### src/rtl/fft_pkg.sv
// Shared definitions for the FFT datapath: word-width helpers, the rounding
// constant and the saturating narrow-down used by the butterfly output stage.
package fft_pkg;

    // Widest intermediate any caller hands to sat_n.
    localparam int SAT_W = 64;

    typedef struct packed {
        logic                    ovf;
        logic signed [SAT_W-1:0] val;
    } sat_t;

    // Full product of two N-bit words.
    function automatic int prod_w(input int n);
        return 2 * n;
    endfunction

    // Rounded twiddle product: one bit of headroom for the add plus one for |W| = 1.0.
    function automatic int t_w(input int n);
        return n + 2;
    endfunction

    // A +/- T before scaling and saturation.
    function automatic int sum_w(input int n);
        return n + 3;
    endfunction

    // Half an LSB of the Q-fraction result, added before the shift for round-half-up.
    function automatic logic signed [SAT_W-1:0] rnd_const(input int q);
        return 64'sd1 <<< (q - 1);
    endfunction

    // Clamp x into the n-bit two's-complement range; ovf flags a clamp.
    function automatic sat_t sat_n(input logic signed [SAT_W-1:0] x, input int n);
        sat_t                    r;
        logic signed [SAT_W-1:0] hi;
        logic signed [SAT_W-1:0] lo;
        hi    = (64'sd1 <<< (n - 1)) - 64'sd1;
        lo    = -(64'sd1 <<< (n - 1));
        r.ovf = 1'b0;
        r.val = x;
        if (x > hi) begin
            r.ovf = 1'b1;
            r.val = hi;
        end else if (x < lo) begin
            r.ovf = 1'b1;
            r.val = lo;
        end
        return r;
    endfunction

endpackage

### src/rtl/cmul_round.sv
// Complex multiply B*W (or B*conj(W) in inverse mode) over two pipeline
// stages: partial products first, then add/sub and round-half-up to N+2 bits.
module cmul_round
    import fft_pkg::*;
#(
    parameter int N = 16,
    parameter int Q = 14
) (
    input  logic                clk,
    input  logic                i_en,
    input  logic                i_inv,
    input  logic signed [N-1:0] i_b_r,
    input  logic signed [N-1:0] i_b_i,
    input  logic signed [N-1:0] i_w_r,
    input  logic signed [N-1:0] i_w_i,
    output logic signed [N+1:0] o_t_r,
    output logic signed [N+1:0] o_t_i
);

    localparam int PROD_W = prod_w(N);
    localparam int T_W    = t_w(N);
    localparam int ACC_W  = PROD_W + 1;
    localparam logic signed [ACC_W-1:0] RND = ACC_W'(rnd_const(Q));

    logic signed [PROD_W-1:0] w_b_r, w_b_i, w_w_r, w_w_i;
    logic signed [PROD_W-1:0] r_brwr_p1, r_biwi_p1, r_brwi_p1, r_biwr_p1;
    logic                     r_inv_p1;
    logic signed [ACC_W-1:0]  w_sum_r, w_sum_i;
    logic signed [T_W-1:0]    w_rnd_r, w_rnd_i;
    logic signed [T_W-1:0]    r_t_r_p2, r_t_i_p2;

    assign w_b_r = PROD_W'(i_b_r);
    assign w_b_i = PROD_W'(i_b_i);
    assign w_w_r = PROD_W'(i_w_r);
    assign w_w_i = PROD_W'(i_w_i);

    // Stage S1: capture the four full-width partial products and the mode bit
    always_ff @(posedge clk) begin
        if (i_en) begin
            r_brwr_p1 <= w_b_r * w_w_r;
            r_biwi_p1 <= w_b_i * w_w_i;
            r_brwi_p1 <= w_b_r * w_w_i;
            r_biwr_p1 <= w_b_i * w_w_r;
            r_inv_p1  <= i_inv;
        end
    end

    // Combine products (conjugating W in inverse mode) and round half-up
    always_comb begin
        w_sum_r = '0;
        w_sum_i = '0;
        if (r_inv_p1) begin
            w_sum_r = ACC_W'(r_brwr_p1) + ACC_W'(r_biwi_p1);
            w_sum_i = ACC_W'(r_biwr_p1) - ACC_W'(r_brwi_p1);
        end else begin
            w_sum_r = ACC_W'(r_brwr_p1) - ACC_W'(r_biwi_p1);
            w_sum_i = ACC_W'(r_brwi_p1) + ACC_W'(r_biwr_p1);
        end
        w_rnd_r = T_W'((w_sum_r + RND) >>> Q);
        w_rnd_i = T_W'((w_sum_i + RND) >>> Q);
    end

    // Stage S2: register the rounded twiddle product T
    always_ff @(posedge clk) begin
        if (i_en) begin
            r_t_r_p2 <= w_rnd_r;
            r_t_i_p2 <= w_rnd_i;
        end
    end

    assign o_t_r = r_t_r_p2;
    assign o_t_i = r_t_i_p2;

endmodule

### src/rtl/butterfly2_pipe.sv
// Radix-2 DIT butterfly X0 = A + W*B, X1 = A - W*B with valid/ready stall,
// forward/inverse mode, optional divide-by-2 and saturating output stage.
module butterfly2_pipe
    import fft_pkg::*;
#(
    parameter int N = 16,
    parameter int Q = 14
) (
    input  logic                clk,
    input  logic                rst,
    input  logic                in_valid,
    output logic                in_ready,
    input  logic                in_inv,
    input  logic                in_scale,
    input  logic signed [N-1:0] in0_r,
    input  logic signed [N-1:0] in0_i,
    input  logic signed [N-1:0] in1_r,
    input  logic signed [N-1:0] in1_i,
    input  logic signed [N-1:0] twiddle_r,
    input  logic signed [N-1:0] twiddle_i,
    output logic                out_valid,
    input  logic                out_ready,
    output logic signed [N-1:0] out0_r,
    output logic signed [N-1:0] out0_i,
    output logic signed [N-1:0] out1_r,
    output logic signed [N-1:0] out1_i,
    output logic                ovf,
    input  logic                ovf_clr
);

    localparam int T_W   = t_w(N);
    localparam int SUM_W = sum_w(N);

    // Optional halving with round-half-up before saturation.
    function automatic logic signed [SUM_W-1:0] scale_fn(input logic signed [SUM_W-1:0] x,
                                                          input logic s);
        if (s) return (x + SUM_W'(1)) >>> 1;
        return x;
    endfunction

    // Narrow to N bits; MSB of the result is the overflow flag.
    function automatic logic [N:0] sat_fn(input logic signed [SUM_W-1:0] x);
        sat_t s;
        s = sat_n(SAT_W'(x), N);
        return {s.ovf, s.val[N-1:0]};
    endfunction

    logic                   w_en;
    logic                   r_v_p1, r_v_p2, r_v_p3;
    logic signed [N-1:0]    r_a_r_p1, r_a_i_p1, r_a_r_p2, r_a_i_p2;
    logic                   r_scale_p1, r_scale_p2;
    logic signed [T_W-1:0]  w_t_r, w_t_i;
    logic signed [SUM_W-1:0] w_x0_r, w_x0_i, w_x1_r, w_x1_i;
    logic signed [N-1:0]    w_y0_r, w_y0_i, w_y1_r, w_y1_i;
    logic [3:0]             w_sat;
    logic signed [N-1:0]    r_x0_r_p3, r_x0_i_p3, r_x1_r_p3, r_x1_i_p3;
    logic                   r_ovf;

    // The whole pipe advances together; it only stalls when S3 holds an unaccepted beat.
    assign w_en     = ~r_v_p3 | out_ready;
    assign in_ready = w_en;

    cmul_round #(.N(N), .Q(Q)) u_cmul (
        .clk   (clk),
        .i_en  (w_en),
        .i_inv (in_inv),
        .i_b_r (in1_r),
        .i_b_i (in1_i),
        .i_w_r (twiddle_r),
        .i_w_i (twiddle_i),
        .o_t_r (w_t_r),
        .o_t_i (w_t_i)
    );

    // Valid bits shift with the global enable; reset discards in-flight beats
    always_ff @(posedge clk) begin
        if (rst) begin
            r_v_p1 <= 1'b0;
            r_v_p2 <= 1'b0;
            r_v_p3 <= 1'b0;
        end else if (w_en) begin
            r_v_p1 <= in_valid;
            r_v_p2 <= r_v_p1;
            r_v_p3 <= r_v_p2;
        end
    end

    // Stages S1/S2: delay A and the scale bit to line up with T
    always_ff @(posedge clk) begin
        if (w_en) begin
            r_a_r_p1   <= in0_r;
            r_a_i_p1   <= in0_i;
            r_scale_p1 <= in_scale;
            r_a_r_p2   <= r_a_r_p1;
            r_a_i_p2   <= r_a_i_p1;
            r_scale_p2 <= r_scale_p1;
        end
    end

    // Sum/difference, optional halving, then saturation of all four components
    always_comb begin
        w_x0_r = scale_fn(SUM_W'(r_a_r_p2) + SUM_W'(w_t_r), r_scale_p2);
        w_x0_i = scale_fn(SUM_W'(r_a_i_p2) + SUM_W'(w_t_i), r_scale_p2);
        w_x1_r = scale_fn(SUM_W'(r_a_r_p2) - SUM_W'(w_t_r), r_scale_p2);
        w_x1_i = scale_fn(SUM_W'(r_a_i_p2) - SUM_W'(w_t_i), r_scale_p2);
        {w_sat[0], w_y0_r} = sat_fn(w_x0_r);
        {w_sat[1], w_y0_i} = sat_fn(w_x0_i);
        {w_sat[2], w_y1_r} = sat_fn(w_x1_r);
        {w_sat[3], w_y1_i} = sat_fn(w_x1_i);
    end

    // Stage S3: output register, loaded only by a valid beat so stalls hold it
    always_ff @(posedge clk) begin
        if (rst) begin
            r_x0_r_p3 <= '0;
            r_x0_i_p3 <= '0;
            r_x1_r_p3 <= '0;
            r_x1_i_p3 <= '0;
        end else if (w_en && r_v_p2) begin
            r_x0_r_p3 <= w_y0_r;
            r_x0_i_p3 <= w_y0_i;
            r_x1_r_p3 <= w_y1_r;
            r_x1_i_p3 <= w_y1_i;
        end
    end

    // Sticky overflow: a saturating beat entering S3 beats a simultaneous clear
    always_ff @(posedge clk) begin
        if (rst) begin
            r_ovf <= 1'b0;
        end else if (w_en && r_v_p2 && (|w_sat)) begin
            r_ovf <= 1'b1;
        end else if (ovf_clr) begin
            r_ovf <= 1'b0;
        end
    end

    assign out_valid = r_v_p3;
    assign out0_r    = r_x0_r_p3;
    assign out0_i    = r_x0_i_p3;
    assign out1_r    = r_x1_r_p3;
    assign out1_i    = r_x1_i_p3;
    assign ovf       = r_ovf;

endmodule

### config.mk
export PLATFORM = sky130hd
export DESIGN_NAME = butterfly2_pipe
export DESIGN_NICKNAME = d
export VERILOG_FILES = /design/src/rtl/fft_pkg.sv /design/src/rtl/cmul_round.sv /design/src/rtl/butterfly2_pipe.sv
export SDC_FILE = /design/constraint.sdc
export NUM_CORES = 2
export LEC_CHECK = 0
export CELL_PAD_IN_SITES_DETAIL_PLACEMENT = 1
export CELL_PAD_IN_SITES_GLOBAL_PLACEMENT = 2
export CORE_MARGIN = 2
export CORE_UTILIZATION = 35
export CTS_CLUSTER_SIZE = 10
export DETAILED_ROUTE_END_ITERATION = 7
export GPL_TIMING_DRIVEN = 0
export MAX_ROUTING_LAYER = met4
export PLACE_DENSITY_LB_ADDON = 0.1
export SYNTH_ARGS = -nofsm -noshare
export SYNTH_HDL_FRONTEND = slang
export SYNTH_SLANG_ARGS = --single-unit
### constraint.sdc
create_clock -name clk -period 10.3 [get_ports clk]
set_input_delay 2.06 -clock clk [delete_from_list [all_inputs] [get_ports clk]]
set_output_delay 2.06 -clock clk [all_outputs]
set_load 0.005 [all_outputs]
* Word level (Yosys, flattened, before mapping)
Index checks and enable logic that the tools add are counted.
W data, S select, Z words.
** Word-level totals
- Flip-flop bits (word level) :: 299
- Input port bits :: 103
- Output and inout port bits :: 67
- Word-level logic and storage cells :: 74
** Cells by class
- Add/subtract/negate cells :: 14
- Multiply operators :: 4
- Order comparisons :: 8
- Mux-type cells :: 21
- Bitwise operators :: 2
- Reduce and logical (&&, ||, !) cells :: 4
** Operator list (count)
- $mux W65 :: 8
- $mux W19 :: 8
- $mul A16 B16 Y32 :: 4
- $add A19 B2 Y19 const B :: 4
- $gt A19 B16 Y1 const B :: 4
- $lt A19 B16 Y1 const B :: 4
- $add A32 B15 Y32 const B :: 2
- $add A32 B32 Y32 :: 2
- $mux W32 :: 2
- $sub A32 B32 Y32 :: 2
- $add A16 B18 Y19 :: 2
- $sub A16 B18 Y19 :: 2
- $reduce_or A4 Y1 :: 1
- $mux W1 :: 3
- $logic_and A1 B1 Y1 :: 2
- $reduce_bool A2 Y1 :: 1
- $not A1 Y1 :: 1
- $or A1 B1 Y1 :: 1

* Depth between registers and ports, before layout
- Word-level depth :: 10
- Depth in mapped cells :: 29
- Depth with buffers taken out :: 28

* Cells and area by module
Synthesis repeated with hierarchy kept, for this count alone.
** Second synthesis, totals
- Cell total of the unflattened synthesis :: 6515
- Area total of the unflattened synthesis :: 59533.3 um^2
** By module, submodules not included
- cmul_round :: times used 1, cells each 5146, area an instance 48480.2 um^2, seq. area each 4954.8 um^2
- butterfly2_pipe :: times used 1, cells each 1369, area an instance 11053.1 um^2, seq. area each 3343.2 um^2

* Worst setup path after synthesis
OpenSTA, ideal clock, no wires.
- Path kind :: input -> output
- Start point :: in out_ready
- End point :: out in_ready
- Arrival :: 8.584 ns
- Required time :: 8.240 ns
- Path slack :: -0.344 ns
- Cell stages on the path :: 2
- Path buffers :: 1
- Path through :: nand2b_1 -> clkbuf_1
** On the way
- Longest elaborated chain between the ends :: 1
** RTL lines
- start: declaration :: line butterfly2_pipe.sv:22 : input logic out_ready,
- $or A1 B1 Y1 :: line butterfly2_pipe.sv:60 : assign w_en = ~r_v_p3 | out_ready;
- end: declaration :: line butterfly2_pipe.sv:12 : output logic in_ready,
Every way passes these cells.

* Final worst setup path
- Start point :: in twiddle_r[3]
- End point :: reg u_cmul.r_biwr_p1[28], data pin
** On the way
- Longest elaborated chain between the ends :: 1
** RTL lines
- start: declaration :: line butterfly2_pipe.sv:19 : input logic signed [N-1:0] twiddle_r,
- $mul A16 B16 Y32 :: line cmul_round.sv:43 : r_biwr_p1 <= w_b_i * w_w_r;
- end signal: assignment :: line cmul_round.sv:43
- end: declaration :: line cmul_round.sv:26 : logic signed [PROD_W-1:0] r_brwr_p1, r_biwi_p1, r_brwi_p1, r_biwr_p1;
Every way passes these cells.
A chain may end at the register's enable or synchronous reset.

==> flow_summary.toml <==
[setup_path]
critPathMaxFanout = 10
cp.required_ns = 10.51
critical_path.most_common_cell = "fa_1"
arrival_ns = 10.29
worstSetupEndpointType = "flop"
path_cells = "clkdlybuf4s50_1 -> clkbuf_1 -> nand2_1 -> fa_1 -> inv_1 -> fa_1 -> inv_1 -> fa_1 -> fa_1 -> fa_1 -> fa_1 -> inv_1 -> ha_1 -> nand3_1 -> a211oi_1 -> a21oi_1 -> o21ai_0 -> o211ai_1 -> a41oi_1 -> nand2b_1 -> a31o_2 -> nor2_1 -> xnor2_1"
startpoint_type = "input port"
path_class = "input port to flop"
max_stage_delay_ns = 0.89
cp_slowest_cell = "clkdlybuf4s50_1"

[logic_synthesis]
synth-main-ff-cell = "edfxtp_1"
synth_edf_count = 231
syn_avg_cell_area_um2 = 9.078
ys_seq_area_frac = 0.1409
ys_warn_count = 0
yosys-top-cells-area = "fa_1 (36%), edfxtp_1 (12%), ha_1 (9.9%)"
synth_most_common_cell = "inv_1"
synthesis.area_mm2 = 0.05891
yosysUniqueCellTypes = 95
synth.top_cells.by_count = "inv_1 (1321), fa_1 (1052), nand2_1 (763)"
synth_top_area_cell = "fa_1"
netlist.area_leader.share = 0.3575
synth-seq-cells = 299
synthCells = 6489
synth_nets = 8112
synthArstFlopShare = 0

[clock_network]
clock_latency_ns = 0.57
cts-buffers-inserted = 38
postCtsSetupBuffers = 0
cts.repair.resized = 6
cts_buffer_depth = 3
cts_max_level = 2
cts-root-buf = "clkbuf_16"
cts.sinks = 299
path_clk_slew_ns = 0.05
tritoncts = "built"
cts_hold_buf = 0

[floorplan]
initial_core_util = 0.3523
die_w_um = 414.2
core_mm2 = 0.1672
rows = 150
ios = 170
die_h_um = 414.2
dieArea_mm2 = 0.1716

[routing]
routedWlPerCell_um = 24.30
postRouteWirelength_mm = 217.1
postRouteAntennaNets = 0
drt_iter0_drc = 2397
viasPerCell = 5.103
drc = 0
vias = 45610
first_pass_iters = 5

[global_route]
grt_pass1_wl_mm = 324.7
grt_pass1_vias = 50110
grt_overflow = 0
grt_antenna_before_repair = 45
grt_usage = 0.2632
grt_max_degree = 116

[sta]
rsz0062_at_grt = "yes"
skew_ns = 0.04026
max_freq_mhz = 99.21
tightest_slew_ns = 1.425
period_minus_slack_ns = 10.08
drv_slew = 0
finalSetupViolations = 0
finalHoldViolations = 0
fin_crit_sh = 0.9786
slew_headroom = 0.04992
whs_ns = 0.4126

[run_status]
status = "finished, final reports clean"

[place]
place.gp.congestion = 0.9625
port_buffers = 169
dpl.hpwl_mm = 185.4

[finish]
area_growth_pct = 9.775
drive_above_1_share = 0.01890
fill_cells = 19520
fin_nets = 8324

[hold_path]
hold_class = "flop to flop"

[job]
max_cap_violations = 0
through the flow:
stage / utilization / TNS (ns) / worst slack (ns) / cell area (um^2) / std cells
floorplan: - / 0 / 2.225 / 58910 / 6489
global placement: 0.3789 / -5.430 / -0.6757 / 63360 / 8862
detailed placement: 0.3793 / -5.623 / -0.7934 / 63430 / 8865
CTS: 0.3862 / 0 / 0.02909 / 64580 / 8925
global route: 0.3866 / -0.05544 / -0.05544 / 64650 / 8930
finish: 0.3867 / 0 / 0.2205 / 64660 / 8937
worst max-delay path: cells and delay by family:
family                     cells  cell delay, ns
and+or+nand+nor                4            0.55
buffers and inverters          5            1.71
xor gates and xnor gates       1            0.81
AOI/OAI and AO/OA              6            1.57
adders and majority gates      7            3.58
layout make-up:
type                       instances  area, um^2  share of cell area
antenna                           12       30.03           0.0004644
clock buffer                      55        1077             0.01666
buffer                           278        1114             0.01722
tap                             2204        2758             0.04265
inverter                        1324        4970             0.07686
multi-input combinational       4588       44600              0.6898
sequential                       299        8298              0.1283
clock inverter                     5       60.06           0.0009288
timing repair buffer             172        1754             0.02713
flip-flops by register name (all words and copies together), names as in the netlist, 18 cells and up:
name and count:
u_cmul.r_biwi_p1 32, u_cmul.r_biwr_p1 32, u_cmul.r_brwi_p1 32, u_cmul.r_brwr_p1 32, u_cmul.o_t_i 18, u_cmul.o_t_r 18
final timing paths:
check,start,endpoint,slack (ns),cells after the start
worst max register to register,u_cmul.r_inv_p1$_DFFE_PN_,u_cmul.o_t_i[17]$_DFFE_PN_,2.86,23
worst min-delay path,r_a_i_p1[14]$_DFFE_PN_,r_a_i_p2[14]$_DFFE_PN_,0.41,0
worst min register to register,r_a_i_p1[14]$_DFFE_PN_,r_a_i_p2[14]$_DFFE_PN_,0.41,0
worst max-delay path,twiddle_r[3],u_cmul.r_biwr_p1[28]$_DFFE_PN_,0.22,23
layer usage:
metal  wire length [um]  GRT usage
met2             108600     0.4569
met1              90220     0.3212
met5                  0          -
met3               9858    0.02355
met4               8408    0.08934
placed cells by master, fill, tap and decap left out, drive strengths merged, types with 169 or more instances in the layout:
cell,instances
a21oi,216
and2,396
clkbuf,313
clkdlybuf4s50,169
edfxtp,231
fa,1052
ha,468
inv,1322
nand2,763
nor2,324
xnor2,228
logic make-up (layout without fill, tap and decap cells):
group | Yosys count | after routing | share of synthesized area
DFF | 299 | 299 | 0.1409
xor gates and xnor gates | 344 | 344 | 0.05138
adders and majority gates | 1520 | 1520 | 0.4569
AOI/OAI and AO/OA | 770 | 770 | 0.08660
muxes | 16 | 16 | 0.002782
other | 0 | 12 | 0
buffers and inverters | 1602 | 1834 | 0.1026
and+or+nand+nor | 1938 | 1938 | 0.1589
Power is left out: the tool's default activity adds up to more than one toggle a clock period on the data nets, which glitch-free logic cannot reach.
==> edit: new RTL, config.mk and constraints unchanged <==
`N` is set to 16 in 2 places; all go to 15.
--- a/src/rtl/cmul_round.sv
+++ b/src/rtl/cmul_round.sv
@@ -3,7 +3,7 @@
 module cmul_round
     import fft_pkg::*;
 #(
-    parameter int N = 16,
+    parameter int N = 15,
     parameter int Q = 14
 ) (
     input  logic                clk,
--- a/src/rtl/butterfly2_pipe.sv
+++ b/src/rtl/butterfly2_pipe.sv
@@ -3,7 +3,7 @@
 module butterfly2_pipe
     import fft_pkg::*;
 #(
-    parameter int N = 16,
+    parameter int N = 15,
     parameter int Q = 14
 ) (
     input  logic                clk,
Interface: changed (10 resized); port bits go from 170 to 160. No check against the original RTL was run, so the function may have changed too.
==> edit against the unedited design <==
Utilization decreased by 0.22 points; design area decreased by 12%; critical endpoint is now u_cmul.r_brwr_p1[29]$_DFFE_PN_; critical path type unchanged; sequential cell count decreased by 18; sequential share of layout area increased by 0.90 points; setup slack improved by 44 ps; highest routed layer unchanged; final cell count decreased by 13%; area after synthesis decreased by 12%; hold slack improved by 3.9 ps; wire length decreased by 13%.
Power is left out: the tool's default activity adds up to more than one toggle a clock period on the data nets, which glitch-free logic cannot reach.
==> edit: results (changes against the unedited design) <==
Clock tree
  • Clk slew on worst S/H paths: 60 ps
  • Buffer depth of the longest clock path: 3 (unchanged)
  • TritonCTS Buffers: 38 (unchanged)
  • CTS Root Cell: clkbuf_16
  • Post-CTS Setup Inserts: 0 (unchanged)
  • Htree depth: 2 (unchanged)
  • Clk Latency, worst-skew pair: 590 ps (+20 ps)

Route
  • Vias per inst: 5.07 (-0.72%)
  • Initial DRC Count: 1890 (-21%)
  • First-pass detailed-route iteration total: 6 (+1)
  • DR WL/cell: 24.3 um (-0.13%)
  • Total Routed Length: 189 mm (-13%)

Setup path
  • Crit-path max FO: 10 (unchanged)
  • Arr. time, crit path: 10300 ps (about the same)
  • Slowest-stage cell, CP: o41ai_1
  • CP max stage delay: 680 ps (-210 ps)
  • CP delay by family, top: adder cells

Synth
  • Post-synth top flop: edfxtp_1
  • Area contributors post-synth: fa_1, edfxtp_1, ha_1
  • Synth top cells by count: inv_1, fa_1, nand2_1, ha_1, and2_1
  • Async S/R FF share, synth: 0% (unchanged)
  • Synth cell types: 95 (unchanged)
  • Ys Warns: 0 (unchanged)
  • Post-synthesis sequential area ratio: 15.0% (+0.89 points)
  • Mapped Nets: 7127 (-12%)
  • EDFF count, synth: 217 (-6.1%)
  • Syn Area/Cell: 9.17 sq um (+1.0%)

Place
  • Placed Instances: 7713 (-13%)
  • IO buf count: 102 (-40%)
  • GP Congestion: 0.888 (-7.7%)
  • DP Wirelength: 160 mm (-13%)

Min path
  • HP Class: reg2reg

Global route
  • All-Layer GR Usage: 26.0% (-0.28 points)
  • Met1 Usage GRT: 31.6% (-0.53 points)
  • Pin count of the biggest net entering global routing: 61 (-47%)
  • Global-route wire length before repair: 284 mm (-13%)
  • Vias in the first global route: 43600 (-13%)
  • Met3 usage: 2.94% (+0.58 points)
  • Initial antenna violation count: 27 (-40%)
  • Met2 Track Usage GR: 45.7% (+0.053 points)

Cells and area
  • Layout Nets: 7274 (-13%)
  • Share of cells above drive strength 1: 2.16% (+0.27 points)

Timing
  • Clk_skew: 32.8 ps (-7.49 ps)
  • Slew of the pin with the lowest slew margin: 1460 ps (+31.6 ps)

Outcome
  • Run status: finished clean
[edit: changes by cell type after synthesis, sizes merged, moves of 27 or more]
cell    unedited run  this run
nand2            763       637
clkbuf           261       232
nor2             324       295
fa              1052       892
and2             396       369
inv             1322      1087
[edit: path summary, 6_finish.rpt]
path / start / end / slack (ps) / cells past startpoint
worst max-delay path: in1_r[14] / u_cmul.r_brwr_p1[29]$_DFFE_PN_ / 270 / 23
worst min-delay path: r_a_r_p1[7]$_DFFE_PN_ / r_a_r_p2[7]$_DFFE_PN_ / 420 / 0
worst max register to register: u_cmul.r_brwi_p1[2]$_DFFE_PN_ / u_cmul.o_t_i[16]$_DFFE_PN_ / 3610 / 22
worst min register to register: r_a_r_p1[7]$_DFFE_PN_ / r_a_r_p2[7]$_DFFE_PN_ / 420 / 0
[edit: kinds of logic (layout without fill, tap and decap cells)]
group	after synthesis	after routing	share of synthesized area, %
xor gates and xnor gates	318	318	5.35
DFF	281	281	15.0
adders and majority gates	1354	1354	45.4
AOI/OAI and AO/OA	702	702	8.77
other	0	14	0
buffers and inverters	1341	1509	9.73
muxes	14	14	0.279
and+or+nand+nor	1666	1666	15.5
[edit: worst register-to-register path, stage by stage, from the launching register on]
cell	delay (ps)
edfxtp_1	450
nor3_1	330
nand2_1	150
nor4_1	370
nand2b_1	180
nor3_1	250
nand2b_1	140
nor4_1	500
nand2_1	290
nor4_1	250
nor2_1	80
xnor2_1	310
ha_1	380
a21o_1	190
a21oi_1	280
a21oi_1	160
or2_2	340
a311oi_1	420
nand3_2	150
or4_4	570
or3_1	370
a21oi_1	220
xnor2_1	80
[edit: routing by layer]
metal,vias up,routed length (um),part of all wire [%]
li1,18100,-,-
met1,20400,80200,42
met3,198,7840,4.1
met2,737,95000,50
met5,-,0,0
met4,0,5970,3.2
[edit: through the flow]
stage	TNS (ps)	setup WS [ps]	util, %	area (sq um)
final	0	265	38.4	56800
after global routing	0	32.0	38.4	56800
after global placement	-776360	-5300	37.6	55500
after CTS	0	160	38.4	56700
after detailed placement	-8100	-1090	37.7	55600
after floorplan	0	33.1	-	52000
[edit: final cells by class]
| cell class | count | area [sq um] |
|---|---|---|
| Inverter | 1089 | 4090 |
| Fill cell | 17100 | 90900 |
| Tap cell | 1930 | 2410 |
| Sequential cell | 281 | 7800 |
| Clock inverter | 13 | 97.6 |
| Buffer | 252 | 991 |
| Clock buffer | 48 | 1020 |
| Multi-Input combinational cell | 4054 | 39200 |
| Timing Repair Buffer | 107 | 1140 |
| Antenna cell | 14 | 35.0 |
[edit: timing repair]
| action | CTS | global route |
|---|---|---|
| resized for setup | 3 | 4 |
| setup endpoints to repair | 5 | 2 |
| gates cloned | 0 | 0 |
